<file path="config.mk">
export PLATFORM = sky130hd
export DESIGN_NAME = avl_sample_fifo_responder
export DESIGN_NICKNAME = d
export VERILOG_FILES = /design/src/rtl/avl_sample_fifo_responder.sv
export SDC_FILE = /design/constraint.sdc
export NUM_CORES = 1
export LEC_CHECK = 0
export ABC_AREA = 1
export CAP_MARGIN = 20
export CORE_MARGIN = 8
export CORE_UTILIZATION = 39
export CTS_CLUSTER_DIAMETER = 50
export CTS_CLUSTER_SIZE = 28
export DETAILED_ROUTE_END_ITERATION = 16
export PLACE_DENSITY_LB_ADDON = 0.25
export SLEW_MARGIN = 15
export SYNTH_ARGS = -nofsm -noshare
export SYNTH_HDL_FRONTEND = slang
export SYNTH_SLANG_ARGS = --single-unit
</file>
<file path="constraint.sdc">
create_clock -name avl_clk_i -period 6.1 [get_ports avl_clk_i]
set_clock_uncertainty 0.2 [all_clocks]
set_input_delay 0.61 -clock avl_clk_i [delete_from_list [all_inputs] [get_ports avl_clk_i]]
set_output_delay 0.61 -clock avl_clk_i [all_outputs]
set_load 0.02 [all_outputs]
</file>
<file path="src/rtl/avl_sample_fifo_responder.sv">
`default_nettype none
// ============================================================================
// Module   : avl_sample_fifo_responder
// Purpose  : Avalon-MM responder that buffers the 16-bit sample stream in a
//            FIFO and exposes it through a small register map, with a level
//            and overflow interrupt.
// Options  : define AVL_SAMPLE_FIFO_STATS_EN to add the saturating
//            dropped-sample counter at address 6.
// Revision : 1.0 - initial release
// ============================================================================
module avl_sample_fifo_responder #(
  parameter int          FIFO_DEPTH = 64,
  parameter logic [15:0] ID_VALUE   = 16'h5B0F
) (
  input  logic        avl_clk_i,
  input  logic        avl_reset_i,
  input  logic [13:0] avl_address_i,
  input  logic [3:0]  avl_byteenable_i,
  input  logic        avl_write_i,
  input  logic [15:0] avl_writedata_i,
  input  logic        avl_read_i,
  output logic        avl_readdatavalid_o,
  output logic [15:0] avl_readdata_o,
  output logic        avl_waitrequest_o,
  output logic        avl_irq_o,
  input  logic [15:0] sample_i,
  input  logic        sample_valid_i
);

  localparam int c_ptr_w = $clog2(FIFO_DEPTH) + 1;
  localparam int c_idx_w = c_ptr_w - 1;

  localparam logic [13:0] c_addr_id     = 14'd0;
  localparam logic [13:0] c_addr_ctrl   = 14'd1;
  localparam logic [13:0] c_addr_status = 14'd2;
  localparam logic [13:0] c_addr_level  = 14'd3;
  localparam logic [13:0] c_addr_thr    = 14'd4;
  localparam logic [13:0] c_addr_data   = 14'd5;
  localparam logic [13:0] c_addr_drop   = 14'd6;

  typedef enum logic [0:0] {ST_IDLE = 1'b0, ST_ACK = 1'b1} wr_state_t;

  wr_state_t          r_wr_state;
  wr_state_t          w_wr_state_nxt;
  logic               w_wr_commit;

  logic [15:0]        r_mem [FIFO_DEPTH];
  logic [c_ptr_w-1:0] r_wptr;
  logic [c_ptr_w-1:0] r_rptr;
  logic [c_ptr_w-1:0] w_level;
  logic [15:0]        w_level16;
  logic               w_empty;
  logic               w_full;

  logic               r_acq_en;
  logic               r_irq_en;
  logic [15:0]        r_threshold;
  logic               r_overflow;
  logic               r_underflow;
  logic               r_irq;
  logic               r_rdv;
  logic [15:0]        r_rdata;
  logic [15:0]        w_rd_mux;
  logic [15:0]        w_dropped;

  logic               w_wr_ctrl;
  logic               w_wr_status;
  logic               w_wr_thr;
  logic               w_flush;
  logic               w_rd_data;
  logic               w_pop;
  logic               w_push_req;
  logic               w_push;
  logic               w_drop;
  logic               w_unused_be;

  assign w_unused_be = ^avl_byteenable_i[3:2];

  // FIFO occupancy derived from the extra-MSB pointer pair
  assign w_level   = r_wptr - r_rptr;
  assign w_level16 = 16'(w_level);
  assign w_empty   = (r_wptr == r_rptr);
  assign w_full    = (r_wptr[c_ptr_w-1] != r_rptr[c_ptr_w-1]) &&
                     (r_wptr[c_idx_w-1:0] == r_rptr[c_idx_w-1:0]);

  // Register-write decode, effective only on the ACK commit edge
  assign w_wr_ctrl   = w_wr_commit && (avl_address_i == c_addr_ctrl);
  assign w_wr_status = w_wr_commit && (avl_address_i == c_addr_status);
  assign w_wr_thr    = w_wr_commit && (avl_address_i == c_addr_thr);
  assign w_flush     = w_wr_ctrl && avl_byteenable_i[0] && avl_writedata_i[2];

  // A pop only happens on a non-empty FIFO; a push may use the slot a same-cycle pop frees
  assign w_rd_data  = avl_read_i && (avl_address_i == c_addr_data);
  assign w_pop      = w_rd_data && !w_empty;
  assign w_push_req = sample_valid_i && r_acq_en;
  assign w_push     = w_push_req && (!w_full || w_pop) && !w_flush;
  assign w_drop     = w_push_req && w_full && !w_pop;

  // Write FSM state register
  always_ff @(posedge avl_clk_i or negedge avl_reset_i) begin
    if (!avl_reset_i) r_wr_state <= ST_IDLE;
    else              r_wr_state <= w_wr_state_nxt;
  end

  // Write FSM: stall one cycle in IDLE, commit in ACK
  always_comb begin
    w_wr_state_nxt    = r_wr_state;
    avl_waitrequest_o = 1'b0;
    w_wr_commit       = 1'b0;
    case (r_wr_state)
      ST_IDLE: begin
        avl_waitrequest_o = avl_write_i;
        if (avl_write_i) w_wr_state_nxt = ST_ACK;
      end
      ST_ACK: begin
        w_wr_commit    = avl_write_i;
        w_wr_state_nxt = ST_IDLE;
      end
      default: w_wr_state_nxt = ST_IDLE;
    endcase
  end

  // Sample storage, no reset needed on the data array
  always_ff @(posedge avl_clk_i) begin
    if (w_push) r_mem[r_wptr[c_idx_w-1:0]] <= sample_i;
  end

  // FIFO pointers; flush discards both contents and any same-edge push
  always_ff @(posedge avl_clk_i or negedge avl_reset_i) begin
    if (!avl_reset_i) begin
      r_wptr <= '0;
      r_rptr <= '0;
    end else if (w_flush) begin
      r_wptr <= '0;
      r_rptr <= '0;
    end else begin
      if (w_push) r_wptr <= r_wptr + 1'b1;
      if (w_pop)  r_rptr <= r_rptr + 1'b1;
    end
  end

  // Control, threshold and sticky status flags (a new event wins over its W1C)
  always_ff @(posedge avl_clk_i or negedge avl_reset_i) begin
    if (!avl_reset_i) begin
      r_acq_en    <= 1'b0;
      r_irq_en    <= 1'b0;
      r_threshold <= '0;
      r_overflow  <= 1'b0;
      r_underflow <= 1'b0;
    end else begin
      if (w_wr_ctrl && avl_byteenable_i[0]) begin
        r_acq_en <= avl_writedata_i[0];
        r_irq_en <= avl_writedata_i[1];
      end
      if (w_wr_thr && avl_byteenable_i[0]) r_threshold[7:0]  <= avl_writedata_i[7:0];
      if (w_wr_thr && avl_byteenable_i[1]) r_threshold[15:8] <= avl_writedata_i[15:8];
      if (w_drop)
        r_overflow <= 1'b1;
      else if (w_wr_status && avl_byteenable_i[0] && avl_writedata_i[2])
        r_overflow <= 1'b0;
      if (w_rd_data && w_empty)
        r_underflow <= 1'b1;
      else if (w_wr_status && avl_byteenable_i[0] && avl_writedata_i[3])
        r_underflow <= 1'b0;
    end
  end

  // Level interrupt, registered from the current FIFO level and overflow flag
  always_ff @(posedge avl_clk_i or negedge avl_reset_i) begin
    if (!avl_reset_i) r_irq <= 1'b0;
    else r_irq <= r_irq_en && (((r_threshold != 16'd0) && (w_level16 >= r_threshold)) ||
                               r_overflow);
  end

`ifdef AVL_SAMPLE_FIFO_STATS_EN
  logic [15:0] r_dropped;

  // Saturating count of samples lost to a full FIFO; any write to it clears
  always_ff @(posedge avl_clk_i or negedge avl_reset_i) begin
    if (!avl_reset_i)
      r_dropped <= '0;
    else if (w_wr_commit && (avl_address_i == c_addr_drop))
      r_dropped <= '0;
    else if (w_drop && (r_dropped != 16'hFFFF))
      r_dropped <= r_dropped + 16'd1;
  end

  assign w_dropped = r_dropped;
`else
  assign w_dropped = '0;
`endif

  // Read data selection
  always_comb begin
    w_rd_mux = '0;
    case (avl_address_i)
      c_addr_id:     w_rd_mux = ID_VALUE;
      c_addr_ctrl:   w_rd_mux = {14'd0, r_irq_en, r_acq_en};
      c_addr_status: w_rd_mux = {11'd0, r_irq, r_underflow, r_overflow, w_full, w_empty};
      c_addr_level:  w_rd_mux = w_level16;
      c_addr_thr:    w_rd_mux = r_threshold;
      c_addr_data:   w_rd_mux = w_empty ? 16'd0 : r_mem[r_rptr[c_idx_w-1:0]];
      c_addr_drop:   w_rd_mux = w_dropped;
      default:       w_rd_mux = '0;
    endcase
  end

  // Fixed one-cycle read response; data is forced to zero outside the valid cycle
  always_ff @(posedge avl_clk_i or negedge avl_reset_i) begin
    if (!avl_reset_i) begin
      r_rdv   <= 1'b0;
      r_rdata <= '0;
    end else begin
      r_rdv   <= avl_read_i;
      r_rdata <= avl_read_i ? w_rd_mux : 16'd0;
    end
  end

  assign avl_readdatavalid_o = r_rdv;
  assign avl_readdata_o      = r_rdata;
  assign avl_irq_o           = r_irq;

endmodule
`default_nettype wire
</file>
==> flow_summary_export.csv, run 1 <==
group,metric,value,unit
critical_path,path_class,"register to register",
critical_path,critPathTopFamily,"simple AND/OR/NAND/NOR gates",
clock_tree,clock-root-buffer,"clkbuf_16",
timing,tns,0,ps
route,routed_via_density,5.00,
finish,drive_gt1_share,7.56,%
clock_tree,cts_made_buffers,113,
finish,final_common_cell,"nand2_1",
route,first_pass_iters,6,
logic_synthesis,synthCells,4483,
timing,report.final.slew_viol_count,0,
outcome,status,"finished, final reports clean",
clock_tree,cts.sinks,1077,
place,port_buffers,71,
die,start_util,39.3,%
logic_synthesis,synthesis.area,46400,sq um
route,drc_errors,0,
global_route,grt_pass1_vias,29500,
timing,hold_viol,0,
timing,fmax,217,MHz
die,core,118000,sq um
min_path,hold_start,"r_wr_state",
critical_path,cp.required,6340,ps
timing,slew_headroom,30.3,%
route,routedWlPerCell,20.0,um
timing,hold_ws,292,ps
pwr,p_leak,21.3,nW
logic_synthesis,ys_seq_elements,1077,
clock_tree,h-tree-depth,3,
critical_path,cpPeakStageDelay,610,ps
run,drv_cap,0,
finish,area_growth,14.0,%
pwr,p_sw,3.34,mW
timing,fin_crit_sh,75.7,%
critical_path,startpoint_type,"register",
logic_synthesis,synth_cell_type_count,36,
global_route,track_usage,18.6,%
critical_path,cp_cell_sequence,"buf_4 -> clkinv_1 -> ha_1 -> nand2_1 -> nor4_1 -> nand3_1 -> nand3_1 -> inv_2 -> nand2_1 -> nor2_1 -> buf_4",
critical_path,cp.arrival,4850,ps
clock_tree,post_cts_buffers,0,
global_route,grt_overflow_total,0,
pwr,pwr-share-seq,52.4,%
finish,final_cell_mix,"1390 x nand2_1, 1024 x edfxtp_1, 545 x inv_1",
route,finalWirelength,124000,um
route,num_vias,31000,
pwr,combPwrFrac,1.5,%
route,ant_nets,0,
logic_synthesis,synth_seq_area_share,69.2,%
logic_synthesis,synth_nets,4554,
critical_path,crit_path_start,"r_rptr[4]",
logic_synthesis,yosysWarnings,0,
timing,finalSetupViolations,0,
clock_tree,clk_pin_slew,60,ps
logic_synthesis,yosysTopAreaCell,"edfxtp_1",
global_route,antenna_found_initial,2,
die,die_w,361,um
pwr,p_sw_share,21.6,%
clock_tree,insertion_delay,700,ps
clock_tree,cts_max_path_buffers,3,
die,die_area,130000,sq um
die,fp-row-count,126,
critical_path,cp-end-kind,"register",
pwr,p_int,12.1,mW
critical_path,cp_slowest_cell,"clkinv_1",
global_route,grt_max_degree,143,
route,drtIter0Drc,3133,
timing,worstMarginPinSlew,1050,ps
pwr,ir_worst_vdd,199,uV
clock_tree,cts_tree,"done",
place,hpwl,69100,um
min_path,hold_class,"register to register",
pwr,power_density,292,nW/um^2
critical_path,path_buf_inv,4,
critical_path,worstPathMaxFanout,20,
logic_synthesis,ys_top_cells_by_area,"edfxtp_1 66%, nand2_1 11%, nand3_1 5.6%, inv_1 4.4%, nor2_1 3.3%",
pwr,clkPwrFrac,46.1,%
logic_synthesis,syn_area_per_cell,10.3,sq um
timing,period_minus_slack,4620,ps
logic_synthesis,yosysTopAreaCellShare,66.3,%
die,pin_count,74,
timing,grt_setup_unrepaired,"no",
finish,final_nets,4642,
place,place_congestion,0.849,
critical_path,r2r_start,"r_rptr[4]",
die,die_height,361,um
global_route,grt_pass1_wl,187000,um
-- flip-flops by register name (all words and copies together), names as in the netlist, 7 cells and up --
| name | cells |
|---|---|
| r_wptr | 7 |
| r_threshold | 16 |
| r_mem | 1024 |
| r_rptr | 7 |
| avl_readdata_o | 16 |
-- cell type report --
class                           count  area (sq um)
Timing Repair Buffer              188          1620
Fill cell                       10900         65200
Inverter                          554          2090
Sequential cell                  1077         32100
Multi-Input combinational cell   2637         11300
Tap cell                         1536          1920
Antenna cell                        1          2.50
Clock buffer                      129          3000
Clock inverter                     83           886
-- worst reg2reg max path: cells and delay by family (launching register included) --
kind / cells / cell delay, ps
flops: 1 / 320
fa+ha+maj: 1 / 610
buf+inv: 4 / 1310
simple gates: 6 / 1940
-- layer usage --
metal,global-route usage [%],vias to the layer above,routed length [um]
met5,0,-,0
met4,5.62,0,3340
met3,2.76,180,7760
met2,29.7,950,57600
met1,26.5,15000,55700
li1,-,14900,-
-- kinds of logic after synthesis --
kind of cell / after synthesis / synth area share, %
DFF: 1077 / 69.2
AOI/OAI and AO/OA: 241 / 2.66
adders and majority gates: 16 / 0.448
xor gates and xnor gates: 13 / 0.245
and+or+nand+nor: 2355 / 20.7
buffers and inverters: 769 / 6.58
muxes: 12 / 0.259
-- metrics by stage --
| stage | area, sq um | std cells | utilization [%] | power, mW | setup WS, ps |
|---|---|---|---|---|---|
| after floorplan | 46400 | 4483 | - | 8.29 | 2740 |
| after global placement | 49000 | 5990 | 41.5 | 8.48 | 1600 |
| after detailed placement | 49000 | 5991 | 41.5 | 8.49 | 1480 |
| after CTS | 52900 | 6204 | 44.8 | 15.6 | 1580 |
| after global routing | 52900 | 6204 | 44.8 | 15.9 | 1260 |
| final | 52900 | 6205 | 44.8 | 15.4 | 1480 |
-- power by group through the flow --
stage | clock, mW | combinational, mW | sequential, mW
6_report | 7.11 | 0.236 | 8.09
5_1_grt | 7.51 | 0.254 | 8.09
4_1_cts | 7.24 | 0.240 | 8.09
3_5_place_dp | 0 | 0.240 | 8.25
3_3_place_gp | 0 | 0.234 | 8.25
2_1_floorplan | 0 | 0.0358 | 8.25
-- worst paths after layout --
kind	to	cells past startpoint	slack [ps]
worst max register to register	r_mem[16][12]	11	1480
min in group asynchronous	r_threshold[15]	3	410
worst min-delay path	r_wr_state	1	290
max in group asynchronous	r_rptr[0]	3	4750
worst max-delay path	r_mem[16][12]	11	1480
worst min register to register	r_wr_state	1	290
-- Yosys cell counts, drive strengths merged --
cell / count
nand2: 1390
edfxtp: 1024
inv: 551
nand3: 517
nor2: 413
o21ai: 170
buf: 119
clkbuf: 96
a21oi: 57
dfrtp: 53
ha: 15
mux2i: 12
or2: 11
xor2: 11
nand4: 9
nor3: 7
nor4: 5
a21o: 3
a22oi: 3
clkinv: 3
o22ai: 3
a31oi: 2
xnor2: 2
a21boi: 1
and2: 1
and3: 1
fa: 1
nor3b: 1
o211ai: 1
o21a: 1
-- repair_timing --
| action | CTS | global route |
|---|---|---|
| hold buffers | 1 | 0 |
| resized for setup | 0 | 0 |
| endpoints found under the hold margin | 53 | 0 |
| endpoints found under the setup margin | 0 | 0 |
Note: power is estimated with default switching activity, not from simulation.
==> run 2: changes to the inputs <==
==> constraint.sdc (replaced) <==
create_clock -name avl_clk_i -period 3.89 [get_ports avl_clk_i]
set_clock_uncertainty 0.2 [all_clocks]
set_input_delay 0.389 -clock avl_clk_i [delete_from_list [all_inputs] [get_ports avl_clk_i]]
set_output_delay 0.389 -clock avl_clk_i [all_outputs]
set_load 0.02 [all_outputs]
==> flow_summary_export.csv, run 2 (synthesis results as in run 1) <==
group,metric,value,unit
critical_path,cp.required,4100,ps
global_route,grt_pass1_wl,191000,um
die,die_w,361,um
die,pin_count,74,
outcome,status,"finished, final reports clean",
finish,final_cell_mix,"1390 x nand2_1, 1024 x edfxtp_1, 545 x inv_1",
critical_path,r2r_cells,11,
place,dpl.cell_count,6029,
die,core,118000,sq um
critical_path,path_class,"register to register",
global_route,grt_pass1_vias,30300,
pwr,p_int,19.4,mW
pwr,p_sw,5.37,mW
clock_tree,cts.sinks,1077,
timing,fin_crit_sh,84.0,%
clock_tree,cts_tree,"done",
pwr,p_leak,21.7,nW
die,start_util,39.3,%
route,drc_errors,0,
global_route,grt_max_degree,179,
route,drtIter0Drc,3066,
global_route,grt_overflow_total,0,
timing,hold_viol,0,
die,die_height,361,um
route,finalWirelength,127000,um
clock_tree,clk_pin_slew,60,ps
critical_path,cp-end-kind,"register",
clock_tree,post_cts_buffers,0,
critical_path,rr_endpoint,"r_mem[37][7]",
timing,setup_slack,622,ps
route,routed_via_density,5.01,
critical_path,cp.arrival,3470,ps
die,fp-row-count,126,
finish,final_nets,4687,
route,first_pass_iters,6,
critical_path,worstPathMaxFanout,16,
timing,fmax,306,MHz
route,routedWlPerCell,20.4,um
clock_tree,h-tree-depth,3,
route,num_vias,31300,
pwr,pwr-share-seq,51.2,%
timing,grt_setup_unrepaired,"no",
critical_path,startpoint_type,"register",
clock_tree,hold_buffers,4,
pwr,clkPwrFrac,47.2,%
place,port_buffers,71,
pwr,p_sw_share,21.7,%
finish,final_cell_count_no_fill,6254,
timing,tns,0,ps
critical_path,r2r_slack,620,ps
clock_tree,cts_made_buffers,115,
global_route,track_usage,19.1,%
run,drv_cap,0,
pwr,combPwrFrac,1.6,%
finish,area_growth,15.7,%
timing,slew_headroom,25.1,%
finish,largest_register_ffs,1024,
min_path,min_path_cells,3,
critical_path,crit_path_start,"r_wptr[0]",
clock_tree,insertion_delay,700,ps
pwr,ir_worst_vdd,378,uV
timing,finalSetupViolations,0,
critical_path,r2r_start,"r_wptr[0]",
finish,drive_gt1_share,8.52,%
critical_path,endpoint,"r_mem[37][7]",
clock_tree,cts_max_path_buffers,3,
pwr,power_density,462,nW/um^2
place,place_congestion,0.854,
place,hpwl,76600,um
place,place_ws,201,ps
timing,period_minus_slack,3270,ps
die,die_area,130000,sq um
min_path,hold_class,"input port to register",
timing,worstMarginPinSlew,1120,ps
finish,final_common_cell,"nand2_1",
clock_tree,post_cts_resized,0,
timing,report.final.slew_viol_count,0,
route,ant_nets,0,
global_route,antenna_found_initial,2,
clock_tree,clock-root-buffer,"clkbuf_16",
[run 2: cell count changes in the layout (fill, tap and decap cells not counted), moves of 2 or more]
| cell | delta |
|---|---|
| buf_4 | +22 |
| buf_12 | +18 |
| bufinv_16 | +7 |
| clkbuf_1 | -6 |
| clkinv_4 | +5 |
| inv_8 | -5 |
| dlygate4sd3_1 | +4 |
| clkinv_2 | +3 |
| inv_6 | +3 |
| clkinv_1 | +2 |
[run 2: worst min-delay path by stage]
stage,from,to,slack [ps]
floorplan,avl_reset_i,avl_irq_o,-110
global placement,r_threshold[3],r_threshold[3],260
detailed placement,r_threshold[3],r_threshold[3],270
CTS,sample_i[1],r_mem[7][1],30
global route,avl_writedata_i[15],r_threshold[15],50
finish,avl_writedata_i[15],r_threshold[15],70
[run 2: power by group through the flow]
stage	combinational [mW]	clock [mW]	sequential, mW
final	0.408	11.7	12.7
after global routing	0.438	12.3	12.7
after CTS	0.413	11.9	12.7
after detailed placement	0.409	0	12.9
after global placement	0.400	0	12.9
after floorplan	0.0561	0	12.9
[run 2: through the flow]
stage	area [sq um]	utilization, %	hold slack [ps]	power (mW)
final	53600	45.4	72.0	24.8
after global routing	53600	45.4	47.4	25.4
after CTS	53600	45.4	31.6	25.0
after detailed placement	49500	41.9	271	13.3
after global placement	49500	41.9	260	13.3
after floorplan	46400	-	-107	13.0
[run 2: final cells by class]
type	instances	area, sq um
Fill cell	10700	64400
Sequential cell	1077	32100
Multi-Input combinational cell	2637	11300
Clock buffer	122	2970
Timing Repair Buffer	231	2180
Inverter	554	2090
Tap cell	1536	1920
Clock inverter	96	1130
Antenna cell	1	2.50
[run 2: layer usage]
| layer | track usage, % | wire [um] | up-vias |
|---|---|---|---|
| met5 | 0 | 13 | - |
| met4 | 5.16 | 3310 | 2 |
| met3 | 3.17 | 8480 | 190 |
| met2 | 31.2 | 60100 | 988 |
| met1 | 26.4 | 55400 | 15100 |
| li1 | - | - | 15000 |
[run 2: critical path, cell delays in order, from the launching register on]
cell and delay [ps]:
dfrtp_1 420, inv_1 170, ha_1 410, inv_1 80
nor4_1 490, nand3_1 180, nand3_1 200, inv_2 150
nand2_1 130, buf_4 220, nor2_1 60, buf_4 240
